$ cat src/rtl/mips_ctrl_pkg.sv
// Shared encodings for the multi-cycle MIPS main controller and its ALU controller.
package mips_ctrl_pkg;

  typedef enum logic [3:0] {
    S_RESET   = 4'd0,
    S_FETCH   = 4'd1,
    S_DECODE  = 4'd2,
    S_MEM_ADR = 4'd3,
    S_MEM_RD  = 4'd4,
    S_MEM_WB  = 4'd5,
    S_MEM_WR  = 4'd6,
    S_R_EXEC  = 4'd7,
    S_R_WB    = 4'd8,
    S_BRANCH  = 4'd9,
    S_I_EXEC  = 4'd10,
    S_I_WB    = 4'd11,
    S_JUMP    = 4'd12,
    S_JAL     = 4'd13,
    S_JR      = 4'd14
  } state_e;

  // Opcodes (IR[31:26]) and funct (IR[5:0])
  localparam logic [5:0] OP_RTYPE = 6'b000000;
  localparam logic [5:0] OP_J     = 6'b000010;
  localparam logic [5:0] OP_JAL   = 6'b000011;
  localparam logic [5:0] OP_BEQ   = 6'b000100;
  localparam logic [5:0] OP_BNE   = 6'b000101;
  localparam logic [5:0] OP_ADDI  = 6'b001000;
  localparam logic [5:0] OP_ADDIU = 6'b001001;
  localparam logic [5:0] OP_SLTI  = 6'b001010;
  localparam logic [5:0] OP_ANDI  = 6'b001100;
  localparam logic [5:0] OP_ORI   = 6'b001101;
  localparam logic [5:0] OP_XORI  = 6'b001110;
  localparam logic [5:0] OP_LW    = 6'b100011;
  localparam logic [5:0] OP_SW    = 6'b101011;
  localparam logic [5:0] FN_JR    = 6'b001000;

  // ALU_OP codes consumed by the ALU controller
  localparam logic [2:0] ALU_ADD   = 3'b000;
  localparam logic [2:0] ALU_SUB   = 3'b001;
  localparam logic [2:0] ALU_FUNCT = 3'b010;
  localparam logic [2:0] ALU_SLT   = 3'b011;
  localparam logic [2:0] ALU_AND   = 3'b100;
  localparam logic [2:0] ALU_OR    = 3'b101;
  localparam logic [2:0] ALU_XOR   = 3'b110;

  // Datapath mux selects
  localparam logic [1:0] RD_RT      = 2'b00;
  localparam logic [1:0] RD_RD      = 2'b01;
  localparam logic [1:0] RD_RA      = 2'b10;
  localparam logic [1:0] M2R_ALUOUT = 2'b00;
  localparam logic [1:0] M2R_MDR    = 2'b01;
  localparam logic [1:0] M2R_PC     = 2'b10;
  localparam logic [1:0] SRCB_B     = 2'b00;
  localparam logic [1:0] SRCB_4     = 2'b01;
  localparam logic [1:0] SRCB_IMM   = 2'b10;
  localparam logic [1:0] SRCB_IMMSH = 2'b11;
  localparam logic [1:0] PC_ALU     = 2'b00;
  localparam logic [1:0] PC_ALUOUT  = 2'b01;
  localparam logic [1:0] PC_JUMP    = 2'b10;
  localparam logic [1:0] PC_REG     = 2'b11;

  // Unqualified control word; the top ANDs the *_req / *_wr_* fields with
  // Mem_Ready and Zero to form IRWrite and PC_En.
  typedef struct packed {
    logic       iord;
    logic       mem_read;
    logic       mem_write;
    logic       ir_write_req;
    logic [1:0] reg_dst;
    logic [1:0] mem_to_reg;
    logic       reg_write;
    logic       alu_src_a;
    logic [1:0] alu_src_b;
    logic       ext_op;
    logic [2:0] alu_op;
    logic [1:0] pc_src;
    logic       pc_write;
    logic       pc_wr_ready;
    logic       pc_wr_branch;
    logic       illegal;
  } ctrl_t;

  function automatic logic is_imm_alu(input logic [5:0] op);
    return (op == OP_ADDI) || (op == OP_ADDIU) || (op == OP_SLTI) ||
           (op == OP_ANDI) || (op == OP_ORI)   || (op == OP_XORI);
  endfunction

  function automatic logic op_known(input logic [5:0] op);
    return (op == OP_RTYPE) || (op == OP_J) || (op == OP_JAL) ||
           (op == OP_BEQ) || (op == OP_BNE) || (op == OP_LW) ||
           (op == OP_SW) || is_imm_alu(op);
  endfunction

endpackage

$ cat src/rtl/main_ctrl_outputs.sv
// Pure state/opcode to control-word decoder for the main controller.
module main_ctrl_outputs
  import mips_ctrl_pkg::*;
(
  input  state_e      state_i,
  input  logic [5:0]  opcode_i,
  output ctrl_t       ctrl_o
);

  logic [2:0] i_alu_op;
  logic       i_ext_op;

  // ALU op and immediate extension for the I-type ALU group
  always_comb begin
    i_ext_op = 1'b1;
    case (opcode_i)
      OP_SLTI: i_alu_op = ALU_SLT;
      OP_ANDI: begin i_alu_op = ALU_AND; i_ext_op = 1'b0; end
      OP_ORI:  begin i_alu_op = ALU_OR;  i_ext_op = 1'b0; end
      OP_XORI: begin i_alu_op = ALU_XOR; i_ext_op = 1'b0; end
      default: i_alu_op = ALU_ADD;
    endcase
  end

  // Moore decode: every field starts at its default, then each state sets its own
  always_comb begin
    ctrl_o        = '0;
    ctrl_o.ext_op = 1'b1;
    case (state_i)
      S_RESET: ctrl_o.ext_op = 1'b0;
      S_FETCH: begin
        ctrl_o.mem_read     = 1'b1;
        ctrl_o.alu_src_b    = SRCB_4;
        ctrl_o.alu_op       = ALU_ADD;
        ctrl_o.pc_src       = PC_ALU;
        ctrl_o.ir_write_req = 1'b1;
        ctrl_o.pc_wr_ready  = 1'b1;
      end
      S_DECODE: begin
        ctrl_o.alu_src_b = SRCB_IMMSH;
        ctrl_o.alu_op    = ALU_ADD;
        ctrl_o.illegal   = ~op_known(opcode_i);
      end
      S_MEM_ADR: begin
        ctrl_o.alu_src_a = 1'b1;
        ctrl_o.alu_src_b = SRCB_IMM;
        ctrl_o.alu_op    = ALU_ADD;
      end
      S_MEM_RD: begin
        ctrl_o.iord     = 1'b1;
        ctrl_o.mem_read = 1'b1;
      end
      S_MEM_WB: begin
        ctrl_o.reg_dst    = RD_RT;
        ctrl_o.mem_to_reg = M2R_MDR;
        ctrl_o.reg_write  = 1'b1;
      end
      S_MEM_WR: begin
        ctrl_o.iord      = 1'b1;
        ctrl_o.mem_write = 1'b1;
      end
      S_R_EXEC: begin
        ctrl_o.alu_src_a = 1'b1;
        ctrl_o.alu_src_b = SRCB_B;
        ctrl_o.alu_op    = ALU_FUNCT;
      end
      S_R_WB: begin
        ctrl_o.reg_dst   = RD_RD;
        ctrl_o.reg_write = 1'b1;
      end
      S_BRANCH: begin
        ctrl_o.alu_src_a    = 1'b1;
        ctrl_o.alu_op       = ALU_SUB;
        ctrl_o.pc_src       = PC_ALUOUT;
        ctrl_o.pc_wr_branch = 1'b1;
      end
      S_I_EXEC: begin
        ctrl_o.alu_src_a = 1'b1;
        ctrl_o.alu_src_b = SRCB_IMM;
        ctrl_o.alu_op    = i_alu_op;
        ctrl_o.ext_op    = i_ext_op;
      end
      S_I_WB: begin
        ctrl_o.reg_dst   = RD_RT;
        ctrl_o.reg_write = 1'b1;
        ctrl_o.alu_op    = i_alu_op;
        ctrl_o.ext_op    = i_ext_op;
      end
      S_JUMP: begin
        ctrl_o.pc_src   = PC_JUMP;
        ctrl_o.pc_write = 1'b1;
      end
      S_JAL: begin
        ctrl_o.pc_src     = PC_JUMP;
        ctrl_o.pc_write   = 1'b1;
        ctrl_o.reg_dst    = RD_RA;
        ctrl_o.mem_to_reg = M2R_PC;
        ctrl_o.reg_write  = 1'b1;
      end
      S_JR: begin
        ctrl_o.pc_src   = PC_REG;
        ctrl_o.pc_write = 1'b1;
      end
      default: ctrl_o.ext_op = 1'b1;
    endcase
  end

endmodule

$ cat src/rtl/main_controller.sv
// Multi-cycle MIPS sequencing FSM: state register, next-state logic and
// Mem_Ready/Zero qualification of IRWrite and PC_En.
module main_controller
  import mips_ctrl_pkg::*;
(
  input  logic       CLK,
  input  logic       RST,
  input  logic [5:0] Opcode,
  input  logic [5:0] Funct,
  input  logic       Zero,
  input  logic       Mem_Ready,
  output logic       IorD,
  output logic       MemRead,
  output logic       MemWrite,
  output logic       IRWrite,
  output logic [1:0] RegDst,
  output logic [1:0] MemtoReg,
  output logic       RegWrite,
  output logic       ALUSrcA,
  output logic [1:0] ALUSrcB,
  output logic       ExtOp,
  output logic [2:0] ALU_OP,
  output logic [1:0] PCSrc,
  output logic       PC_En,
  output logic       Illegal
);

  state_e state_q, state_d;
  ctrl_t  ctrl;

  // State register; reset forces RESET immediately so every output drops to 0
  always_ff @(posedge CLK or negedge RST) begin
    if (!RST) state_q <= S_RESET;
    else      state_q <= state_d;
  end

  // Next state; Mem_Ready only matters in the three wait states
  always_comb begin
    state_d = S_FETCH;
    case (state_q)
      S_RESET:  state_d = S_FETCH;
      S_FETCH:  state_d = Mem_Ready ? S_DECODE : S_FETCH;
      S_DECODE: begin
        case (Opcode)
          OP_LW, OP_SW:   state_d = S_MEM_ADR;
          OP_RTYPE:       state_d = (Funct == FN_JR) ? S_JR : S_R_EXEC;
          OP_BEQ, OP_BNE: state_d = S_BRANCH;
          OP_J:           state_d = S_JUMP;
          OP_JAL:         state_d = S_JAL;
          default:        state_d = is_imm_alu(Opcode) ? S_I_EXEC : S_FETCH;
        endcase
      end
      S_MEM_ADR: state_d = (Opcode == OP_LW) ? S_MEM_RD : S_MEM_WR;
      S_MEM_RD:  state_d = Mem_Ready ? S_MEM_WB : S_MEM_RD;
      S_MEM_WR:  state_d = Mem_Ready ? S_FETCH : S_MEM_WR;
      S_R_EXEC:  state_d = S_R_WB;
      S_I_EXEC:  state_d = S_I_WB;
      default:   state_d = S_FETCH;
    endcase
  end

  main_ctrl_outputs u_dec (
    .state_i  (state_q),
    .opcode_i (Opcode),
    .ctrl_o   (ctrl)
  );

  assign IorD     = ctrl.iord;
  assign MemRead  = ctrl.mem_read;
  assign MemWrite = ctrl.mem_write;
  assign RegDst   = ctrl.reg_dst;
  assign MemtoReg = ctrl.mem_to_reg;
  assign RegWrite = ctrl.reg_write;
  assign ALUSrcA  = ctrl.alu_src_a;
  assign ALUSrcB  = ctrl.alu_src_b;
  assign ExtOp    = ctrl.ext_op;
  assign ALU_OP   = ctrl.alu_op;
  assign PCSrc    = ctrl.pc_src;
  assign Illegal  = ctrl.illegal;

  // IR and PC+4 load only on the cycle the fetch completes; branches take
  // Zero for beq and its complement for bne.
  assign IRWrite = ctrl.ir_write_req & Mem_Ready;
  assign PC_En   = ctrl.pc_write
                 | (ctrl.pc_wr_ready & Mem_Ready)
                 | (ctrl.pc_wr_branch & (Zero ^ (Opcode == OP_BNE)));

endmodule

$ cat config.mk
export PLATFORM = sky130hd
export DESIGN_NAME = main_controller
export DESIGN_NICKNAME = d
export VERILOG_FILES = /design/src/rtl/mips_ctrl_pkg.sv /design/src/rtl/main_ctrl_outputs.sv /design/src/rtl/main_controller.sv
export SDC_FILE = /design/constraint.sdc
export NUM_CORES = 1
export LEC_CHECK = 0
export ABC_AREA = 1
export BUFFER_PORTS_ARGS = -buffer_cell sky130_fd_sc_hd__buf_2
export CAP_MARGIN = 10
export CORE_AREA = 4 4 45 47
export DETAILED_ROUTE_END_ITERATION = 10
export DIE_AREA = 0 0 49 51
export GPL_TIMING_DRIVEN = 0
export PLACE_DENSITY = 0.74
export SETUP_SLACK_MARGIN = 0.1
export SLEW_MARGIN = 20
export SYNTH_ARGS = -nofsm -noshare
export SYNTH_HDL_FRONTEND = slang
export SYNTH_SLANG_ARGS = --single-unit
$ cat constraint.sdc
create_clock -name CLK -period 1.5 [get_ports CLK]
set_input_delay 0.15 -clock CLK [delete_from_list [all_inputs] [get_ports CLK]]
set_output_delay 0.15 -clock CLK [all_outputs]
set_load 0.05 [all_outputs]
==> summary.txt, run 1 <==
Top post-synthesis cells by area - nand2_1, dfrtp_1, nand3_1
TritonCTS buffer count - 3
1st-pass router iterations - 4
Routed Antenna Nets - 0
Core Box Area - 0.001652 mm^2
CP delay by family, top - buffers and inverters
Port Buffers - 35
Place WS - -0.1053 ns
Fin cells - 207
Placed cell count - 176
Cells along the critical path - inv_4, buf_4, nand3_2, nor2_4, inv_2, nand3b_1, buf_6
CTS clk-pin slew, worst paths - 0.04 ns
Largest register FFs - 4
Die X - 49 um
Antenna violations before repair - 0
Die outline height - 51 um
Clock Sinks - 4
Unique masters post-synth - 21
Max Freq - 598.3 MHz
Synth area leader - nand2_1
Core Util, Final - 91.52%
Outcome - finished, violations left
CP max-delay cell - dfrtp_2
Critical Path RT - 1.35 ns
Post-synthesis sequential area ratio - 14.93%
Residual DRC - 0
Global-route wire length before repair - 4.505 mm
CTS Root Cell - clkbuf_4
DR vias - 1222
Worst vdd ir - 0.001654 V
Nets - 207
Worst endpoint data arrival time - 1.52 ns
Worst min path class - input pin to async pin
Num rows - 15
Crit Path Class - flip-flop to output pin
Xor and xnor area share after synthesis - 0%
Placed Area - 947.2 um^2
Area grow syn2layout - 125.4%
Avg Cell Area, Syn - 5.408 um^2
Worst hold slack - 0.2720 ns
DR vias/cell - 5.903
Synth Area in Adders - 0%
CP bufs+invs - 4
CP endpoint kind - output pin
Die outline area - 0.002499 mm^2
Initial Util - 40.61%
Gr busiest metal - met2
Worst slew margin - 80.21%
Ant diodes - 0
Compound-cell area share of the yosys netlist - 9.888%
Drt wl/cell - 19.33 um
Netlist Area Pre-Place - 670.6 um^2
M3 GR Usage - 3.499%
PD cells - 2026 mW/mm^2
Routed wire length - 4.001 mm
Startpoint type of the worst setup path - flip-flop
CTS tree - done
Worst-Margin Slew - 0.2960 ns
H-tree Lvls - 1
Mux contribution to synthesized area - 0%
Max-cap viol count - 0
Largest family of logic cells by synthesized area - simple AND/OR/NAND/NOR gates
Post-synth top area share - 15.11%
Largest net degree at the start of global routing - 9
Leakage power - 0.0007855 uW
Worst Skew - 0.001002 ns
Final slew viol count - 0
Syn Nets - 140
GRT met2 Usage - 44.78%
Total Routing Usage GR - 22.30%
Grt ovf - 0
Dpl hpwl - 1.721 mm
CP peak stage delay - 0.45 ns
IO Pins - 36
Post-synthesis instance total - 124
Hold Fails Final Rpt - 0
Max FO, Critical Path - 6
Vias in the first global route - 1073
Simple-Gate Fraction of Synth Area - 59.51%
RSZ-0062 raised after global routing - true
Failing checks - negative setup slack
Fin crit period - 1.671 ns
Post-route cell area - 0.001511 mm^2
Setup slack after layout - -0.1715 ns
Final worst path period share - 111.4%
Synthesis-stage register bit count - 4
Skew-Pair Late Insertion Delay - 0.23 ns
Grt met1 use - 23.58%
Layout cell share with drive strength beyond 1 - 68.95%
Yosys warnings - 0
Largest reg by FF count - state_q
Placer Congestion - 0.9096
CTS max path bufs - 2
Largest regs - state_q (4)
# setup viols final - 16
1st-iter DRT viols - 71
==> metal layers <==
metal,up-vias,routed length [um]
met5,-,0
met4,0,272
met3,33,345
met2,116,2065
met1,547,1318
li1,526,-
==> cell type report <==
type                    count  area, um^2
clock buffers               4       26.28
well taps                  17       21.27
repair buffers             62       561.8
plain buffers               1       7.507
flip-flops and latches      4       105.1
fillers                    67       140.1
multi-input cells          93       686.9
inverters                  26       102.6
==> synthesized netlist by cell type <==
library cell and count:
inv_1 20, nor2_1 17, nor2_4 1, nor3_2 1, dfrtp_1 4, nand4_1 3, buf_4 1, o21ai_0 5
o22ai_1 1, inv_2 6, o21ai_2 1, nand2_1 27, nand3_1 18, nor2_2 8, nand3_2 2, a31oi_1 1
o21bai_1 2, nand3b_1 2, a21oi_1 1, or2_2 1, nand2_2 2
==> cell usage in the layout (no fill, tap or decap) <==
| master | count |
|---|---|
| a21oi_1 | 1 |
| a31oi_4 | 1 |
| buf_2 | 15 |
| buf_4 | 21 |
| buf_6 | 17 |
| buf_8 | 9 |
| clkbuf_1 | 1 |
| clkbuf_4 | 3 |
| dfrtp_2 | 4 |
| dlygate4sd3_1 | 1 |
| inv_1 | 11 |
| inv_2 | 13 |
| inv_4 | 2 |
| nand2_1 | 17 |
| nand2_2 | 7 |
| nand2_4 | 3 |
| nand2_8 | 2 |
| nand3_1 | 12 |
| nand3_2 | 8 |
| nand3b_1 | 2 |
| nand4_1 | 3 |
| nor2_1 | 7 |
| nor2_2 | 7 |
| nor2_4 | 12 |
| nor3_4 | 1 |
| o21ai_0 | 1 |
| o21ai_2 | 4 |
| o21ai_4 | 1 |
| o21bai_1 | 2 |
| o22ai_1 | 1 |
| or2_2 | 1 |
==> cells by family (layout without fill, tap and decap cells) <==
kind of cell,Yosys count,after routing
simple gates,82,82
buf+inv,27,93
compound gates,11,11
flops,4,4
==> worst paths after layout <==
path                            depth (start not counted)                 start              endpoint  slack, ns
worst max-delay path                                    7  state_q[1]$_DFF_PN0_                 PC_En      -0.17
worst min-delay path                                    2                   RST  state_q[0]$_DFF_PN0_       0.27
worst max register to register                          8  state_q[2]$_DFF_PN0_  state_q[0]$_DFF_PN0_       0.12
worst min register to register                          4  state_q[3]$_DFF_PN0_  state_q[2]$_DFF_PN0_       0.86
max in group asynchronous                               2                   RST  state_q[2]$_DFF_PN0_       1.10
min in group CLK                                        5             Mem_Ready  state_q[0]$_DFF_PN0_       0.35
==> repair_timing <==
action | in CTS | in global routing
resized for setup | 73 | 28
hold buffers | 1 | 0
hold endpoints to repair | 4 | 0
pin swaps | 15 | 10
cloned | 0 | 0
endpoints found under the setup margin | 20 | 21
buffers inserted | 15 | 11
==> metrics by stage <==
stage	power, uW	setup TNS (ns)
floorplan	1378	-0.6199
global route	3169	-2.274
detailed placement	1671	-0.5411
CTS	2496	-0.4694
finish	3062	-1.429
global placement	1654	-0.4321
==> report_power, final <==
part / total [uW] / switching, uW / internal (uW)
combinational: 2670 / 1610 / 1060
sequential: 252 / 92.9 / 159
clock: 143 / 43.5 / 99.8
total: 3060 / 1740 / 1320
No activity file was read; power rests on OpenSTA's default activity.
==> run 2: changes to the inputs <==
BUFFER_PORTS_ARGS = -buffer_cell sky130_fd_sc_hd__clkbuf_2   (was -buffer_cell sky130_fd_sc_hd__buf_2)
==> summary.txt, run 2 (synthesis results as in run 1) <==
Outcome - finished, violations left
Failing checks - negative setup slack
# setup viols final - 19 (+3)
CP max-delay cell - dfrtp_2
Residual DRC - 0 (unchanged)
Worst-Margin Slew - 0.2608 ns (-0.03520 ns)
Num rows - 15 (unchanged)
DR vias/cell - 5.802 (-1.7%)
GRT met2 Usage - 41.96% (-2.8 points)
Nets - 207 (unchanged)
Setup slack after layout - -0.2065 ns (-0.03503 ns)
IO Pins - 36 (unchanged)
R2r startpoint - state_q[3]$_DFF_PN0_
Cells along the critical path - nor2_4, inv_2, nor2_2, inv_1, o21ai_1, clkbuf_8
Worst min path class - input pin to async pin
Crit Path Class - flip-flop to output pin
H-tree Lvls - 1 (unchanged)
Ant diodes - 0 (unchanged)
Placer Congestion - 0.9085 (-0.12%)
Largest net degree at the start of global routing - 9 (unchanged)
Layout cell share with drive strength beyond 1 - 66.32% (-2.6 points)
Reg2reg path depth - 9 (+1)
Worst Skew - 0.003980 ns (+0.002978 ns)
Final slew viol count - 0 (unchanged)
CTS max path bufs - 2 (unchanged)
Hold Fails Final Rpt - 0 (unchanged)
Startpoint type of the worst setup path - flip-flop
Die X - 49 um (unchanged)
Global-route wire length before repair - 4.319 mm (-4.1%)
Initial Util - 40.61% (unchanged)
R2r endpoint - state_q[0]$_DFF_PN0_
Routed wire length - 3.876 mm (-3.1%)
Fill count - 61 (-9.0%)
1st-pass router iterations - 4 (unchanged)
Worst slew margin - 82.56% (+2.3 points)
Antenna violations before repair - 0 (unchanged)
Area grow syn2layout - 126.5%
Reg2Reg Setup Slack - -0.02 ns (-0.14 ns)
Largest reg by FF count - state_q
Max FO, Critical Path - 5 (-1)
DR vias - 1201 (-1.7%)
Largest register FFs - 4 (unchanged)
M3 GR Usage - 2.332% (-1.2 points)
Fin crit period - 1.707 ns (+0.03503 ns)
Largest regs - state_q (4)
Power, Total - 2918 uW (-4.7%)
CP endpoint kind - output pin
Max Freq - 586.0 MHz (-2.1%)
TritonCTS buffer count - 3 (unchanged)
Skew-Pair Late Insertion Delay - 0.23 ns (about the same)
Die outline area - 0.002499 mm^2 (unchanged)
Clock Sinks - 4 (unchanged)
CTS Root Cell - clkbuf_4
1st-iter DRT viols - 67 (-5.6%)
CTS clk-pin slew, worst paths - 0.04 ns (about the same)
PD cells - 1921 mW/mm^2 (-5.2%)
CTS tree - done
Leakage power - 0.0008057 uW (+2.6%)
Die outline height - 51 um (unchanged)
Max-cap viol count - 0 (unchanged)
Final worst path period share - 113.8% (+2.3 points)
CP peak stage delay - 0.47 ns (+0.02 ns)
Place WS - -0.1413 ns (-0.03602 ns)
Critical Path RT - 1.35 ns (about the same)
Port Buffers - 35 (unchanged)
Drt wl/cell - 18.72 um (-3.1%)
Dpl hpwl - 1.703 mm (-1.0%)
Routed Antenna Nets - 0 (unchanged)
Grt met1 use - 22.65% (-0.93 points)
Most common cell after layout, fill and taps aside - buf_4
Total Routing Usage GR - 21.92% (-0.38 points)
Grt ovf - 0 (unchanged)
Worst endpoint data arrival time - 1.56 ns (+0.04 ns)
Gr busiest metal - met2
Worst vdd ir - 0.001504 V (-9.1%)
Commonest non-fill, non-tap cells in the layout - buf_4, nand2_1, clkbuf_2, buf_8
Vias in the first global route - 1024 (-4.6%)
Worst hold slack - 0.2621 ns (-0.009858 ns)
RSZ-0062 raised after global routing - true
Final setup TNS - -2.057 ns (-0.6284 ns)
Core Box Area - 0.001652 mm^2 (unchanged)
[run 2: cell count changes in the layout (fill, tap and decap cells not counted), sizes merged]
cell	before	now
buf	62	41
clkbuf	4	25
[run 2: worst max-delay path by stage]
stage	cells after the start	slack, ns	to	startpoint
after floorplan	5	-0.18	PC_En	state_q[2]$_DFF_PN0_
after global placement	6	-0.11	Illegal	state_q[0]$_DFF_PN0_
after detailed placement	6	-0.14	Illegal	state_q[0]$_DFF_PN0_
after CTS	7	-0.11	PC_En	state_q[3]$_DFF_PN0_
after global routing	6	-0.26	ALUSrcB[1]	state_q[2]$_DFF_PN0_
final	6	-0.21	ALUSrcB[1]	state_q[2]$_DFF_PN0_
[run 2: worst max-delay path: cells and delay by family (launching register included)]
family	cells	cell delay, ns
flops	1	0.47
buf+inv	3	0.40
simple gates	2	0.34
compound gates	1	0.11
[run 2: metrics by stage]
step / cell area, um^2 / std cells / util, %
3_3_place_gp: 947.2 / 176 / 57.35
3_5_place_dp: 947.2 / 176 / 57.35
5_1_grt: 1519 / 207 / 91.97
2_1_floorplan: 750.7 / 124 / -
4_1_cts: 1339 / 195 / 81.06
6_report: 1519 / 207 / 91.97
[run 2: metal layers]
metal  vias up  routed length, um
met1       539               1323
met5         -                  0
met4         0                252
met2       108               1914
met3        28                385
li1        526                  -
[run 2: timing repair]
action / in CTS / in global routing
endpoints found under the hold margin: 4 / 0
hold buffers: 1 / 0
setup buffers: 14 / 12
endpoints found under the setup margin: 20 / 21
pin swaps: 13 / 12
resized for setup: 64 / 34
[run 2: final cells by class]
type                    count  area, um^2  share of cell area [%]
plain buffers               1       7.507                  0.4942
clock buffers               4       26.28                   1.730
inverters                  26       105.1                   6.919
multi-input cells          93       650.6                   42.83
flip-flops and latches      4       105.1                   6.919
well taps                  17       21.27                   1.400
repair buffers             62       603.1                   39.70
[run 2: power by group]
group / internal [uW] / switching, uW
Combinational: 982 / 1550
Sequential: 159 / 86.4
Clock: 99.5 / 39.0
==> run 3: changes to the inputs <==
CORE_AREA = 2 2 43 45   (was 4 4 45 47)
DIE_AREA = 0 0 45 47   (was 0 0 49 51)
==> summary.txt, run 3 (synthesis results as in run 1) <==
Outcome - finished, violations left
Failing checks - negative setup slack
Area grow syn2layout - 120.7%
Largest net degree at the start of global routing - 9 (unchanged)
DR vias/cell - 6.000 (+3.4%)
Initial Util - 40.61% (unchanged)
Num rows - 15 (unchanged)
RSZ-0062 raised after global routing - true
Routed wire length - 3.838 mm (-0.98%)
Ant diodes - 0 (unchanged)
Fill count - 57 (-6.6%)
CTS tree - done
Worst slew margin - 78.63% (-3.9 points)
Worst Skew - 0.003774 ns (-0.0002057 ns)
Core Util, Final - 89.62% (-2.3 points)
Clock Sinks - 4 (unchanged)
# setup viols final - 19 (unchanged)
Dpl hpwl - 1.553 mm (-8.8%)
Die X - 45 um (-8.2%)
Global-route wire length before repair - 4.209 mm (-2.5%)
Worst hold slack - 0.2704 ns (+0.008263 ns)
Largest register FFs - 4 (unchanged)
Layout cell share with drive strength beyond 1 - 64.86% (-1.5 points)
Critical Path RT - 1.35 ns (about the same)
CTS clk-pin slew, worst paths - 0.04 ns (about the same)
Skew-Pair Late Insertion Delay - 0.23 ns (about the same)
Final slew viol count - 0 (unchanged)
Vias in the first global route - 996 (-2.7%)
Worst endpoint data arrival time - 1.54 ns (-0.02 ns)
PD cells - 1999 mW/mm^2 (+4.0%)
Die outline area - 0.002115 mm^2 (-15%)
DR vias - 1212 (+0.92%)
Startpoint type of the worst setup path - flip-flop
Commonest non-fill, non-tap cells in the layout - nand2_1, buf_4, buf_8, clkbuf_2, nand3_1
Placer Congestion - 0.8948 (-1.5%)
Hold Fails Final Rpt - 0 (unchanged)
H-tree Lvls - 1 (unchanged)
Drt wl/cell - 19.00 um (+1.5%)
Power, Total - 2958 uW (+1.4%)
Worst min path class - input pin to async pin
Setup slack after layout - -0.1925 ns (+0.01407 ns)
Max Freq - 590.9 MHz (+0.83%)
Leakage power - 0.0007791 uW (-3.3%)
1st-pass router iterations - 4 (unchanged)
CTS Root Cell - clkbuf_4
TritonCTS buffer count - 3 (unchanged)
Antenna violations before repair - 0 (unchanged)
Routed Antenna Nets - 0 (unchanged)
Final worst path period share - 112.8% (-0.94 points)
IO Pins - 36 (unchanged)
Crit Path Class - flip-flop to output pin
Fin crit period - 1.692 ns (-0.01407 ns)
Port Buffers - 35 (unchanged)
Worst-Margin Slew - 0.3197 ns (+0.05892 ns)
Total Routing Usage GR - 27.28% (+5.4 points)
CP endpoint kind - output pin
CTS max path bufs - 2 (unchanged)
Max-cap viol count - 0 (unchanged)
Largest regs - state_q (4)
Nets - 202 (-2.4%)
Largest reg by FF count - state_q
Max FO, Critical Path - 4 (-1)
Residual DRC - 0 (unchanged)
Die outline height - 47 um (-7.8%)
Grt ovf - 0 (unchanged)
Worst vdd ir - 0.001444 V (-4.0%)
Core Box Area - 0.001652 mm^2 (unchanged)
1st-iter DRT viols - 76 (+13%)
-- run 3: changes by cell type in the layout (fill, tap and decap cells not counted), moves of 2 or more --
cell     before  now
buf_4        22   18
buf_8        14   16
nand2_2      10    6
nand2_4       2    4
-- run 3: worst paths after layout --
kind                                      start                   end  slack [ns]  cells past startpoint
setup / recovery           state_q[3]$_DFF_PN0_               ALUSrcA       -0.19                      7
hold / removal                              RST  state_q[3]$_DFF_PN0_        0.27                      2
setup reg to reg           state_q[0]$_DFF_PN0_  state_q[0]$_DFF_PN0_       -0.01                      8
hold reg to reg            state_q[3]$_DFF_PN0_  state_q[0]$_DFF_PN0_        0.84                      5
max in group asynchronous                   RST  state_q[0]$_DFF_PN0_        1.09                      2
min in group CLK                      Mem_Ready  state_q[0]$_DFF_PN0_        0.33                      5
-- run 3: timing repair --
item / in CTS / in global routing
resized for setup: 70 / 30
setup endpoints to repair: 20 / 21
pin swaps: 14 / 11
setup buffers: 13 / 8
endpoints found under the hold margin: 4 / 0
hold buffers: 1 / 0
-- run 3: worst max-delay path, cell delays in order (launching register included) --
cell,delay (ns)
dfrtp_2,0.45
buf_6,0.14
nor2_4,0.16
nand2_2,0.12
nand2_2,0.10
inv_1,0.08
nand3_2,0.07
clkbuf_8,0.18
-- run 3: layer usage --
layer / global-route usage (%) / vias up / share of wire, %
met5: 0 / - / 0
met4: 11.18 / 0 / 8.5
met3: 1.923 / 42 / 10
met2: 52.57 / 108 / 49
met1: 30.93 / 543 / 32
li1: - / 519 / -
-- run 3: metrics by stage --
stage | area (um^2) | instances | worst slack [ns] | setup TNS [ns]
4_1_cts | 1356 | 194 | -0.1045 | -0.6490
2_1_floorplan | 750.7 | 124 | -0.1791 | -0.6199
6_report | 1480 | 202 | -0.1925 | -1.864
3_3_place_gp | 947.2 | 176 | -0.09619 | -0.4943
5_1_grt | 1480 | 202 | -0.2407 | -2.524
3_5_place_dp | 947.2 | 176 | -0.1057 | -0.6236
-- run 3: final cells by class --
cell class	instances	area, um^2	share of cell area (%)
Buffer	1	7.507	0.5072
Clock buffer	4	26.28	1.775
Inverter	26	105.1	7.101
Multi-Input combinational cell	93	661.9	44.72
Sequential cell	4	105.1	7.101
Tap cell	17	21.27	1.437
Timing Repair Buffer	57	553.0	37.36
-- run 3: where the power goes --
group          internal, uW  switching [uW]  leakage, uW
combinational           971            1590     0.000718
sequential              159            94.5    0.0000458
clock                   100            48.3    0.0000150
